`src/rtl/dm_port_arbiter.sv`:
```
// dm_port_arbiter
// Shares the single data-memory port between the CPU data side (port A,
// fixed priority) and the DMA/host loader (port B). A starvation counter
// forces a B grant after STARVE_LIMIT consecutive refusals, and a bounded
// burst lock lets B own the port for up to MAX_BURST consecutive cycles.
// Grants are combinational in the request cycle; read data returns one
// cycle later, tagged to the port that issued the read.

module dm_port_arbiter #(
  parameter int unsigned STARVE_LIMIT = 8,   // 1..255
  parameter int unsigned MAX_BURST    = 16   // 1..255
) (
  input  logic        clk,
  input  logic        rst,            // synchronous, active-low

  // Port A: CPU data side
  input  logic        a_req,
  input  logic [3:0]  a_w_en,
  input  logic [15:0] a_address,
  input  logic [31:0] a_write_data,
  output logic        a_gnt,
  output logic        a_rvalid,
  output logic [31:0] a_read_data,

  // Port B: DMA / host loader
  input  logic        b_req,
  input  logic [3:0]  b_w_en,
  input  logic [15:0] b_address,
  input  logic [31:0] b_write_data,
  input  logic        b_lock,
  output logic        b_gnt,
  output logic        b_rvalid,
  output logic [31:0] b_read_data,

  // Data-memory macro
  output logic [15:0] dm_address,
  output logic [3:0]  dm_w_en,
  output logic [31:0] dm_write_data,
  input  logic [31:0] dm_read_data
);

  // Counter thresholds in the counters' own 8-bit width.
  localparam logic [7:0] STARVE_MAX = 8'(STARVE_LIMIT);
  localparam logic [7:0] BURST_MAX  = 8'(MAX_BURST);
  // A one-beat burst is indistinguishable from a plain grant, so the burst
  // state is only ever entered when more than one beat is allowed.
  localparam bit         BURST_EN   = (MAX_BURST > 1);

  typedef enum logic [0:0] {
    ARB     = 1'b0,   // normal arbitration, A has priority
    B_BURST = 1'b1    // B owns the port while it keeps b_lock asserted
  } state_t;

  state_t     state_q, state_d;
  logic [7:0] starve_q, starve_d;
  logic [7:0] burst_q, burst_d;
  logic [7:0] burst_inc;
  logic       grant_a, grant_b;
  logic       a_rvalid_q, b_rvalid_q;

  assign burst_inc = burst_q + 8'd1;

  // Grant decision: combinational in the request cycle, suppressed in reset.
  always_comb begin
    // NOTE: every always_comb output gets a default first so no path leaves
    // it unassigned; a missing default would infer a latch.
    grant_a = 1'b0;
    grant_b = 1'b0;
    if (rst) begin
      unique case (state_q)
        ARB: begin
          if (b_req && (starve_q >= STARVE_MAX)) begin
            grant_b = 1'b1;
          end else if (a_req) begin
            grant_a = 1'b1;
          end else if (b_req) begin
            grant_b = 1'b1;
          end
        end
        B_BURST: begin
          // A is locked out; B is served only while it still asks for the lock.
          if (b_req && b_lock) begin
            grant_b = 1'b1;
          end
        end
        default: begin
          grant_a = 1'b0;
          grant_b = 1'b0;
        end
      endcase
    end
  end

  // Next-state, starvation counter and burst counter update.
  always_comb begin
    state_d  = state_q;
    starve_d = starve_q;
    burst_d  = burst_q;
    unique case (state_q)
      ARB: begin
        // Count consecutive refused B cycles, saturating at the limit.
        if (b_req && !grant_b) begin
          starve_d = (starve_q >= STARVE_MAX) ? STARVE_MAX : starve_q + 8'd1;
        end else begin
          starve_d = 8'd0;
        end
        if (grant_b && b_lock && BURST_EN) begin
          state_d = B_BURST;
          burst_d = 8'd1;
        end
      end
      B_BURST: begin
        starve_d = 8'd0;
        if (grant_b) begin
          if (burst_inc >= BURST_MAX) begin
            state_d = ARB;
            burst_d = 8'd0;
          end else begin
            burst_d = burst_inc;
          end
        end else begin
          // Lock or request dropped: leave without granting this cycle.
          state_d = ARB;
          burst_d = 8'd0;
        end
      end
      default: begin
        state_d  = ARB;
        starve_d = 8'd0;
        burst_d  = 8'd0;
      end
    endcase
  end

  // State and counter registers with synchronous active-low reset.
  always_ff @(posedge clk) begin
    // NOTE: sequential state uses non-blocking assignments so every register
    // samples pre-edge values regardless of block ordering.
    if (!rst) begin
      state_q  <= ARB;
      starve_q <= 8'd0;
      burst_q  <= 8'd0;
    end else begin
      state_q  <= state_d;
      starve_q <= starve_d;
      burst_q  <= burst_d;
    end
  end

  // Read-return owner tag: a granted access with no byte enables is a read,
  // and its data comes back from the macro on the following cycle.
  always_ff @(posedge clk) begin
    if (!rst) begin
      a_rvalid_q <= 1'b0;
      b_rvalid_q <= 1'b0;
    end else begin
      a_rvalid_q <= grant_a && (a_w_en == 4'b0000);
      b_rvalid_q <= grant_b && (b_w_en == 4'b0000);
    end
  end

  // Memory-side mux: B only when granted; otherwise A's address and data sit
  // on the bus with byte enables forced off unless A is granted.
  assign dm_address    = grant_b ? b_address    : a_address;
  assign dm_write_data = grant_b ? b_write_data : a_write_data;
  assign dm_w_en       = grant_b ? b_w_en : (grant_a ? a_w_en : 4'b0000);

  assign a_gnt       = grant_a;
  assign b_gnt       = grant_b;
  assign a_rvalid    = a_rvalid_q;
  assign b_rvalid    = b_rvalid_q;
  assign a_read_data = dm_read_data;
  assign b_read_data = dm_read_data;

endmodule

```
`config.mk`:
```
export PLATFORM = sky130hd
export DESIGN_NAME = dm_port_arbiter
export DESIGN_NICKNAME = d
export VERILOG_FILES = /design/src/rtl/dm_port_arbiter.sv
export SDC_FILE = /design/constraint.sdc
export NUM_CORES = 1
export LEC_CHECK = 0
export ABC_AREA = 1
export CORE_AREA = 2 2 101 103
export DETAILED_ROUTE_END_ITERATION = 8
export DIE_AREA = 0 0 103 105
export GPL_TIMING_DRIVEN = 0
export PLACE_DENSITY = 0.65
export SYNTH_ARGS = -nofsm -noshare
export SYNTH_HDL_FRONTEND = slang
export SYNTH_SLANG_ARGS = --single-unit
```
`constraint.sdc`:
```
create_clock -name clk -period 2.3 [get_ports clk]
set_input_delay 0.46 -clock clk [delete_from_list [all_inputs] [get_ports clk]]
set_output_delay 0.46 -clock clk [all_outputs]
set_load 0.05 [all_outputs]
```
==> metrics.csv <==
metric,value,unit
Max Freq,452,MHz
Vias/cell,3.94,
r2r setup slk,910,ps
max-cap violations,0,
TritonCTS Sinks,19,
DP Wirelength,7.89,mm
ANT cells,0,
Hold Path End,starve_q[0]$_SDFF_PP0_,
dpl ws,-935,ps
Filler Cell Count,1021,
root buffer cell,clkbuf_8,
deepest clock path buffer count,2,
Worst Path Required,1840,ps
Antenna Violating Nets Remaining,0,
Post-synth EDFFs,0,
syn_area_per_cell,6.01,µm²
layout cells sized above 1,28.3,%
initial antenna violation count,0,
Critical Path Start Type,flop,
top post-synthesis cells by count,"159 x nand2_1, 69 x buf_4, 20 x inv_1",
Total Power,1840,µW
post-synth top area cell,nand2_1,
Residual DRC,0,
hold_ws,463,ps
setup_tns,0,ps
most numerous cell in the Yosys netlist,nand2_1,
Placed Instances,694,
Area Growth Syn to Fin,129,%
clock insertion delay at the later pin of the skew report,260,ps
Total Routed Length,9.13,mm
CP arrival,1750,ps
IO Pins,261,
CP cell instances,"nor2_2, nand4_1, nand2_4, clkinv_8, bufbuf_16, nand2_1, nand2_1, buf_6",
peak fanout along the critical path,7,
Pleak,0.00224,µW
RSZ-0062 raised after global routing,false,
critical path's slowest cell,dfxtp_4,
post-synthesis cell area,1980,µm²
CP most frequent cell,nand2_1,
Peak supply drop,494,µV
drt pass-1 iters,5,
WHS Path Cells,1,
Port Buf Inserts,228,
minimum clock period,2210,ps
"Largest stage delay, worst path",350,ps
relative slew slack,65.2,%
Synth cell types,22,
GRT Resource Usage Total,15.3,%
Worst R2R Path Depth,7,
Core Region,9640,µm²
RePlAce Congestion,0.844,
Hold Crit Class,reg2reg,
Final Skew,12.2,ps
post-synth top area share,30.1,%
reg2reg end,burst_q[3]$_SDFFE_PN0P_,
Fin. Hold Viols,0,
Die Wd,103,µm
"Slew Viols, Final",0,
total CTS buffers,3,
CP endpoint kind,primary output,
outcome,"finished, final reports clean",
initial drt markers,55,
Non-Filler Instances,706,
final net count,718,
first-pass GRT wire length,13.2,mm
CTS tree,done,
drt wl/cell,12.9,µm
clk slew on worst S/H paths,80,ps
Synth area leaders,"nand2_1 30%, buf_4 26%, dfxtp_1 19%",
GRT overflow,0,
Final Worst Setup Slack,88.3,ps
setup violators final,0,
"Buf+Inv Stages, Crit Path",3,
post-synthesis cell count,330,
number of global-route vias before repair,2648,
Syn. warnings,0,
worst-margin pin slew,520,ps
post-route clock period utilization,96.2,%
worst r2r src,burst_q[0]$_SDFFE_PN0P_,
largest net degree at the start of global routing,11,
Most used DFF post-synth,dfxtp_1,
FP Rows,36,
HP Start,starve_q[0]$_SDFF_PP0_,
H-tree levels,1,
sequential share of the synthesized area,19.2,%
Chip Height,105,µm
pwr/cell area,404,nW/µm²
Worst Setup SP,state_q$_SDFF_PN0_,
Top delay family on crit path,simple AND/OR/NAND/NOR gates,
DR vias,2783,
Setup CP Type,reg2out,
"Async S/R FF share, synth",0,%
die area,10800,µm²
Initial Utilization,20.6,%
#FFs+latches synth,19,
## layer usage
| layer | up-vias | global-route usage, % | share of wire (%) |
|---|---|---|---|
| met4 | 0 | 2.26 | 1.2 |
| met5 | - | 0 | 0 |
| met1 | 1218 | 17.2 | 39 |
| met2 | 133 | 28.8 | 51 |
| met3 | 11 | 3.88 | 9.1 |
| li1 | 1421 | - | - |
## state kept, by name, summed over array words and instances (netlist names)
register	count
burst_q	8
starve_q	8
a_rvalid	1
b_rvalid	1
state_q	1
## worst register-to-register path: cells and delay by family (launching register included)
family,cells,cell delay (ps)
flip-flops,1,390
adder cells (fa/ha/maj),1,200
AND/OR/NAND/NOR,4,460
AO/OA/AOI/OAI,2,280
## cell families (layout without fill, tap and decap cells)
logic type                 after synthesis  in the layout  share of synthesized area [%]
and+or+nand+nor                        197            197                           41.0
adders and majority gates                3              3                           1.89
other                                    1              4                          0.189
buffers and inverters                   95            335                           33.1
AOI/OAI and AO/OA                       12             12                           3.35
DFF                                     19             19                           19.2
xor gates and xnor gates                 3              3                           1.33
## where the power goes
part	leakage [µW]	internal, µW	switching (µW)
Clock	0.0000228	123	111
Combinational	0.00206	523	736
Sequential	0.000156	338	7.07
Total	0.00224	984	854
## timing repair
item / CTS / global route
buffers inserted: 5 / 2
cloned: 1 / 0
hold buffers: 0 / 0
gates resized for setup: 344 / 19
endpoints found under the setup margin: 54 / 53
pin swaps: 3 / 4
## layout by cell type (no fill, tap or decap)
master	netlist	layout
o22ai_2	0	2
nor2_2	0	3
buf_12	0	1
clkdlybuf4s15_1	0	1
a22o_1	1	1
dfxtp_4	0	1
bufbuf_16	0	1
nand4_1	2	2
clkbuf_8	0	3
buf_8	0	2
nor2_1	12	8
a21oi_1	7	7
clkbuf_2	0	3
nor4_1	2	2
nand3b_1	2	2
buf_6	5	15
xnor2_1	1	1
dfxtp_1	19	18
nand3_2	1	1
clkdlybuf4s15_2	0	1
nand2_1	159	152
clkinv_8	0	1
nand3_1	15	15
nor2_4	3	4
clkbuf_1	0	1
ha_1	3	3
xor2_1	2	2
buf_2	0	2
buf_4	69	114
nand2_2	0	7
conb_1	1	4
clkdlybuf4s50_1	0	170
nand2_4	1	1
inv_1	20	20
o21ai_0	2	2
## metrics by stage
stage / instance area, µm² / util (%)
5_1_grt: 4540 / 47.1
4_1_cts: 4490 / 46.6
2_1_floorplan: 1990 / -
3_5_place_dp: 4440 / 46.1
6_report: 4540 / 47.1
3_3_place_gp: 4440 / 46.1
## how the worst max path moves through the flow
stage	endpoint	depth (start not counted)	slack (ps)
final	dm_write_data[13]	8	90
after global routing	dm_write_data[13]	8	7
after CTS	dm_write_data[13]	11	8
after detailed placement	dm_write_data[17]	11	-940
after global placement	dm_write_data[17]	11	-940
after floorplan	dm_w_en[0]	7	60
## cell type report
type	instances	area (µm²)	area share, %
tap	133	166	3.66
multi-input combinational	219	1000	22.1
sequential	19	384	8.45
inverter	21	91.3	2.01
buffer	74	593	13.1
timing repair buffer	236	2260	49.8
clock buffer	4	45.0	0.991
Power figures use the tool's default switching activity.
